[config.mk]
export PLATFORM = sky130hd
export DESIGN_NAME = colour_input_arbiter
export DESIGN_NICKNAME = d
export VERILOG_FILES = /design/src/rtl/colour_input_arbiter.sv
export SDC_FILE = /design/constraint.sdc
export NUM_CORES = 1
export LEC_CHECK = 0
export BUFFER_PORTS_ARGS = -buffer_cell sky130_fd_sc_hd__buf_4
export CAP_MARGIN = 20
export CORE_MARGIN = 4
export CORE_UTILIZATION = 40
export CTS_BUF_LIST = sky130_fd_sc_hd__clkbuf_2
export DETAILED_ROUTE_END_ITERATION = 7
export PLACE_DENSITY = 0.64
export REMOVE_ABC_BUFFERS = 1
export SLEW_MARGIN = 20
export SYNTH_ARGS = -nofsm -noshare
export SYNTH_HDL_FRONTEND = slang
export SYNTH_SLANG_ARGS = --single-unit
[constraint.sdc]
create_clock -name clk -period 2.2 [get_ports clk]
set_clock_uncertainty 0.2 [all_clocks]
set_input_delay 0.44 -clock clk [delete_from_list [all_inputs] [get_ports clk]]
set_output_delay 0.44 -clock clk [all_outputs]
set_load 0.01 [all_outputs]
[src/rtl/colour_input_arbiter.sv]
// colour_input_arbiter
// Accepts one colour-button press at a time for the game FSM. A round-robin
// pointer picks among simultaneously pressed buttons, the chosen colour is
// held on a valid/ready output until consumed, and a new press is only
// accepted after all buttons have been released for HOLD_OFF cycles.
//
// Output handshake: press_valid is raised in GRANT and held, with
// press_onehot/press_index stable, until an edge samples press_valid=1 and
// press_ready=1; that edge completes the transfer and drops press_valid.
module colour_input_arbiter #(
    parameter int unsigned HOLD_OFF = 8
) (
    input  logic       clk,
    input  logic       reset,
    input  logic [3:0] buttons,
    input  logic       enable,
    input  logic       press_ready,
    output logic       press_valid,
    output logic [3:0] press_onehot,
    output logic [1:0] press_index,
    output logic       busy,
    output logic [1:0] state_dbg
);

    typedef enum logic [1:0] {
        IDLE         = 2'd0,
        GRANT        = 2'd1,
        WAIT_RELEASE = 2'd2,
        HOLDOFF      = 2'd3
    } state_t;

    // Last counter value of the hold-off window (HOLD_OFF cycles: 0..HOLD_OFF-1).
    localparam logic [7:0] HOLD_LAST = 8'(HOLD_OFF - 1);

    state_t     state_q, state_d;
    logic       valid_q, valid_d;
    logic [3:0] onehot_q, onehot_d;
    logic [1:0] index_q, index_d;
    logic       busy_q, busy_d;
    logic [1:0] ptr_q, ptr_d;
    logic [7:0] cnt_q, cnt_d;

    logic       sel_found;
    logic [1:0] sel_idx;
    logic [1:0] cand;
    logic       any_pressed;

    assign any_pressed = |buttons;

    // Round-robin search starting at ptr: first asserted bit wins.
    always_comb begin
        sel_found = 1'b0;
        sel_idx   = ptr_q;
        cand      = ptr_q;
        for (int i = 0; i < 4; i++) begin
            cand = ptr_q + 2'(i);
            if (!sel_found && buttons[cand]) begin
                sel_found = 1'b1;
                sel_idx   = cand;
            end
        end
    end

    // Next-state and next-output computation for the acceptance FSM.
    always_comb begin
        state_d  = state_q;
        valid_d  = valid_q;
        onehot_d = onehot_q;
        index_d  = index_q;
        ptr_d    = ptr_q;
        cnt_d    = cnt_q;
        case (state_q)
            IDLE: begin
                valid_d = 1'b0;
                if (enable && any_pressed && sel_found) begin
                    onehot_d = 4'b0001 << sel_idx;
                    index_d  = sel_idx;
                    valid_d  = 1'b1;
                    state_d  = GRANT;
                end
            end
            GRANT: begin
                // Buttons and enable are ignored here; only the consumer moves us on.
                valid_d = 1'b1;
                if (press_ready) begin
                    valid_d = 1'b0;
                    ptr_d   = index_q + 2'd1;
                    state_d = WAIT_RELEASE;
                end
            end
            WAIT_RELEASE: begin
                valid_d = 1'b0;
                if (!any_pressed) begin
                    cnt_d   = 8'd0;
                    state_d = HOLDOFF;
                end
            end
            HOLDOFF: begin
                valid_d = 1'b0;
                if (any_pressed) begin
                    state_d = WAIT_RELEASE;
                end else if (cnt_q == HOLD_LAST) begin
                    state_d = IDLE;
                end else begin
                    cnt_d = cnt_q + 8'd1;
                end
            end
            default: begin
                valid_d = 1'b0;
                state_d = IDLE;
            end
        endcase
        busy_d = (state_d != IDLE);
    end

    // State and registered outputs; reset discards any pending press.
    always_ff @(posedge clk) begin
        if (reset) begin
            state_q  <= IDLE;
            valid_q  <= 1'b0;
            onehot_q <= 4'b0000;
            index_q  <= 2'd0;
            busy_q   <= 1'b0;
            ptr_q    <= 2'd0;
            cnt_q    <= 8'd0;
        end else begin
            state_q  <= state_d;
            valid_q  <= valid_d;
            onehot_q <= onehot_d;
            index_q  <= index_d;
            busy_q   <= busy_d;
            ptr_q    <= ptr_d;
            cnt_q    <= cnt_d;
        end
    end

    assign press_valid  = valid_q;
    assign press_onehot = onehot_q;
    assign press_index  = index_q;
    assign busy         = busy_q;
    assign state_dbg    = state_q;

endmodule

# Word-level counts from Yosys, hierarchy flattened
# Cells that the tools add are included.
# Widths: inputs -> output; s select.
# totals
reg_bits	20
input_bits	8
out_inout_bits	10
word_cells	68
# classes
addsub	5
order_cmp	4
n_eq_ne	7
n_shift	1
mux	28
n_reduce_logical	16
# op_table
cell	count
$mux 8	3
$mux 2	8
$pmux 8 s2	1
$lt 2x3->1 const B	4
$mux 1	10
$add 8x1->8 const B	1
$bmux 1 s2	4
$eq 8x3->1 const B	1
$pmux 2 s4	1
$ne 2x2->1 const B	3
$logic_and 1x1->1	5
$add 2x1->2 const B	2
$add 2x2->2 const B	2
$eq 2x2->1 const B	2
$reduce_and 2->1	2
$reduce_and 4->1	1
$reduce_bool 2->1	2
$reduce_or 4->1	1
$shl 1x2->4 const A	1
$logic_not 1->1	3
$pmux 1 s3	1
$eq 2x1->1 const B	1
$logic_not 2->1	1
$reduce_or 2->1	1

# Logic depth before layout (Yosys ltp)
# logic_depth
word_depth	16
mapped_depth	5
mapped_depth_nobuf	5

# Worst setup path after synthesis
# OpenSTA, ideal clock, no wires.
# synth_timing
kind	input to register
from	input port buttons[2]
to	register cnt_q[7]
setup_ps	71
arrival_time_ps	1588
required_ps	1929
path_slack_ps	342
stages	4
path_buffers	0
cell_sequence	nor4_4 nand4_2 or4_1 a21oi_1
# synth_between
elab_chain_cells	3
word_cells_on_any_way	4
cone_classes	eq/ne: 2; reduce/logical: 2
# synth_lines
item	line_no	rtl
start, declared	15	input logic [3:0] buttons,
$reduce_or 4->1 *	48	assign any_pressed = |buttons;
$ne 2x2->1 (no source line)	--	
$reduce_and 4->1 (no source line) *	--	
end signal, assigned	133	cnt_q <= cnt_d;
end, declared	41	logic [7:0] cnt_q, cnt_d;
# Mark *: on every way between the ends. The rest lies on a longest branch, timed or not.
# A chain may end at the register's enable or synchronous reset.

# Worst setup path after layout
# layout_timing
from	register cnt_q[0]
to	register cnt_q[3]
# layout_between
elab_chain_cells	4
word_cells_on_any_way	7
cone_classes	add/sub: 1; eq/ne: 2; mux: 3; reduce/logical: 1
# layout_lines
item	line_no	rtl
$add 8x1->8	105	cnt_d = cnt_q + 8'd1;
$mux 8	102	end else if (cnt_q == HOLD_LAST) begin
$mux 8	100	if (any_pressed) begin
$pmux 8 s2	72	case (state_q)
# Several ways; a longest one is shown, not always the timed one. The select of a mux whose other input is x is not followed.

==> results.ini <==
[critical_path]
crit_buf_inv=0
reg2reg_depth=5
critPathTopFamily=simple AND/OR/NAND/NOR gates
crit_path_start_kind=flip-flop
slowest_delay_ns=0.47
critPathArrivalTime_ns=2.09
crit_path_end_kind=flip-flop
cp_max_fo=10
rr_startpoint=cnt_q[0]
startpoint=cnt_q[0]
r2r_end=cnt_q[3]
slowest_stage=dfxtp_1
crit_type=reg -> reg
crit_required_ns=2.21
cp_cell_sequence=ha_1 > or4bb_1 > o211ai_2 > or3_1 > a21oi_1
r2r_slack_ns=0.12

[placement]
port_buffers=17
placedInstanceArea_sq_um=1160
dp_hpwl_mm=1.61
place.gp.congestion=0.793
post-place-ws_ns=0.0731

[synth]
synth-compound-area-share_pct=21.4
yosys_warnings=0
syn_avg_cell_area_sq_um=8.64
synth.area.mux_share_pct=1.01
ys_seq_area_share_pct=40.3
synth_top_family_by_area=simple AND/OR/NAND/NOR gates
ys_types=34
yosys.area_share.adder_pct=1.26
synth_area_sq_um=993
synthCells=115
synth_simple_gate_area_share_pct=31.6
yosys.area_share.xor_xnor_pct=1.76
ys_seq_elements=20

[finish]
layout-drive-gt1-share_pct=20.1
fin_area_sq_um=1170
n_antenna_cell=0
syn_to_final_growth_pct=18.3
final_common_cell=dfxtp_1
final.fill_count=232
multi_input_area_sq_um=567
final_cell_mix=dfxtp_1, buf_4, a21oi_1
layout.nets=145
regArea_sq_um=400
post-route-util_pct=51.1

[routing]
via_per_inst=5.38
drtIter0Drc=9
ant_nets=0
num_vias=871
drc=0
totalWireLength_mm=2.13
drt-pass1-iter-count=4
detail_route.wl_per_cell_microns=13.1

[timing]
worst_pin_slew_ns=0.495
setup_viol=0
fmax_mhz=481
period_needed_ns=2.08
fin_setup_tns_ns=0
drv_slew=0
layout_setup_ws_ns=0.121
grt_setup_unrepaired=false
finalHoldViolCount=0
fin_crit_sh_pct=94.5
whs_ns=0.171
relSlewSlack_pct=66.9

[grt]
antenna_found_initial=0
overflow=0
grt_pass1_wl_mm=3.71
grt_util_met2_pct=23.1
grt_pass1_vias=871
use_met1_pct=17.9
grt_usage_pct=14.5
busiest_layer=met2
grt_max_degree=17
grt_use_met3_pct=4.68

[clock_network]
cts_buffer_depth=2
postCtsSetupBuffers=0
cts_inserted_buffers=3
clkLatencyLatePin_ns=0.32
cts_num_sinks=20
postCtsResizedCells=0
root_buffer=clkbuf_2
cts_tree=built
cts.clk_slew.worst_paths_ns=0.17
ctsHoldBuffers=0
ctsHtreeMaxLevel=1

[min_path]
hold_start=reset
hold_depth=2
holdCritPathClass=in -> reg
hold_end=cnt_q[1]

[die]
initial_core_util_pct=43.2
rows=17
core_area_sq_um=2300
fp.dieArea_sq_um=3340
die_width_microns=57.8
num_io_pins=18
die_h_microns=57.8

[power_and_ir_drop]
p_per_area_nw_per_um2=541
irDropWorstVdd_uv=322
p_leak_nw=0.442
switching_share_pct=27.3
switchingPower_w=0.000174
seqPwrFrac_pct=60.8
clkPwrFrac_pct=22.9
comb_power_share_pct=16.4
p_int_w=0.000463

[run]
cap_violations=0

[run_status]
status=complete, no violations

worst max-delay path by stage:
| stage | end | cells after the start |
|---|---|---|
| after global placement | cnt_q[7] | 5 |
| after CTS | cnt_q[3] | 5 |
| final | cnt_q[3] | 5 |
| after global routing | cnt_q[3] | 5 |
| after floorplan | cnt_q[7] | 4 |
| after detailed placement | cnt_q[7] | 5 |
layer usage:
metal  share of wire, %  routed length, microns
met1                 50                    1060
met2                 44                     945
met3                4.3                      91
met4                1.6                      35
met5                  0                       0
kinds of logic after synthesis:
logic type | count (synthesis)
compound gates | 33
mux | 1
xor+xnor | 2
fa+ha+maj | 1
buf+inv | 7
simple gates | 51
flops | 20
area by class of cell:
cell class / instances / area share, %
clock buffer: 3 / 1.28
inverter: 4 / 1.28
multi-input combinational: 88 / 48.2
sequential: 20 / 34.1
tap: 28 / 2.98
timing repair buffer: 19 / 12.1
state kept, by name, summed over array words and instances, names as in the netlist:
register,count
cnt_q,8
press_valid,1
press_index,2
press_onehot,4
ptr_q,2
state_dbg,2
busy,1
cells in the mapped netlist, drive strengths merged:
library cell,count,area (sq um)
a211oi,1,7.51
a21boi,1,7.51
a21o,1,7.51
a21oi,12,60.1
a41oi,1,8.76
and2,2,12.5
and3,1,6.26
and3b,1,8.76
clkbuf,3,11.3
dfxtp,20,400
ha,1,12.5
inv,4,15.0
mux2i,1,10.0
nand2,11,41.3
nand2b,2,12.5
nand3,3,15.0
nand3b,4,30.0
nand4,3,25.0
nor2,5,18.8
nor2b,4,25.0
nor3,2,10.0
nor4,1,21.3
o211ai,1,12.5
o21ai,5,25.0
o21bai,3,22.5
o31ai,7,52.6
o41ai,1,8.76
or2,1,6.26
or3,6,37.5
or4,3,22.5
or4b,1,10.0
or4bb,1,11.3
xor2,2,17.5
through the flow:
step,std cells,total power (W)
2_1_floorplan,112,0.000446
3_3_place_gp,159,0.000499
3_5_place_dp,159,0.000499
4_1_cts,162,0.000647
5_1_grt,162,0.000674
6_report,162,0.000636
worst register-to-register path, stage by stage (launching register included):
cell and delay [ns]:
dfxtp_1 0.47, ha_1 0.23, or4bb_1 0.45, o211ai_2 0.38, or3_1 0.18, a21oi_1 0.06
power groups by stage:
stage          sequential, W  clock, W  combinational (W)
6_report            0.000386  0.000146           0.000104
5_1_grt             0.000389  0.000169           0.000116
4_1_cts             0.000387  0.000155           0.000105
3_5_place_dp        0.000394         0           0.000105
3_3_place_gp        0.000394         0           0.000105
2_1_floorplan       0.000401         0          0.0000449
Power figures use the tool's default switching activity.
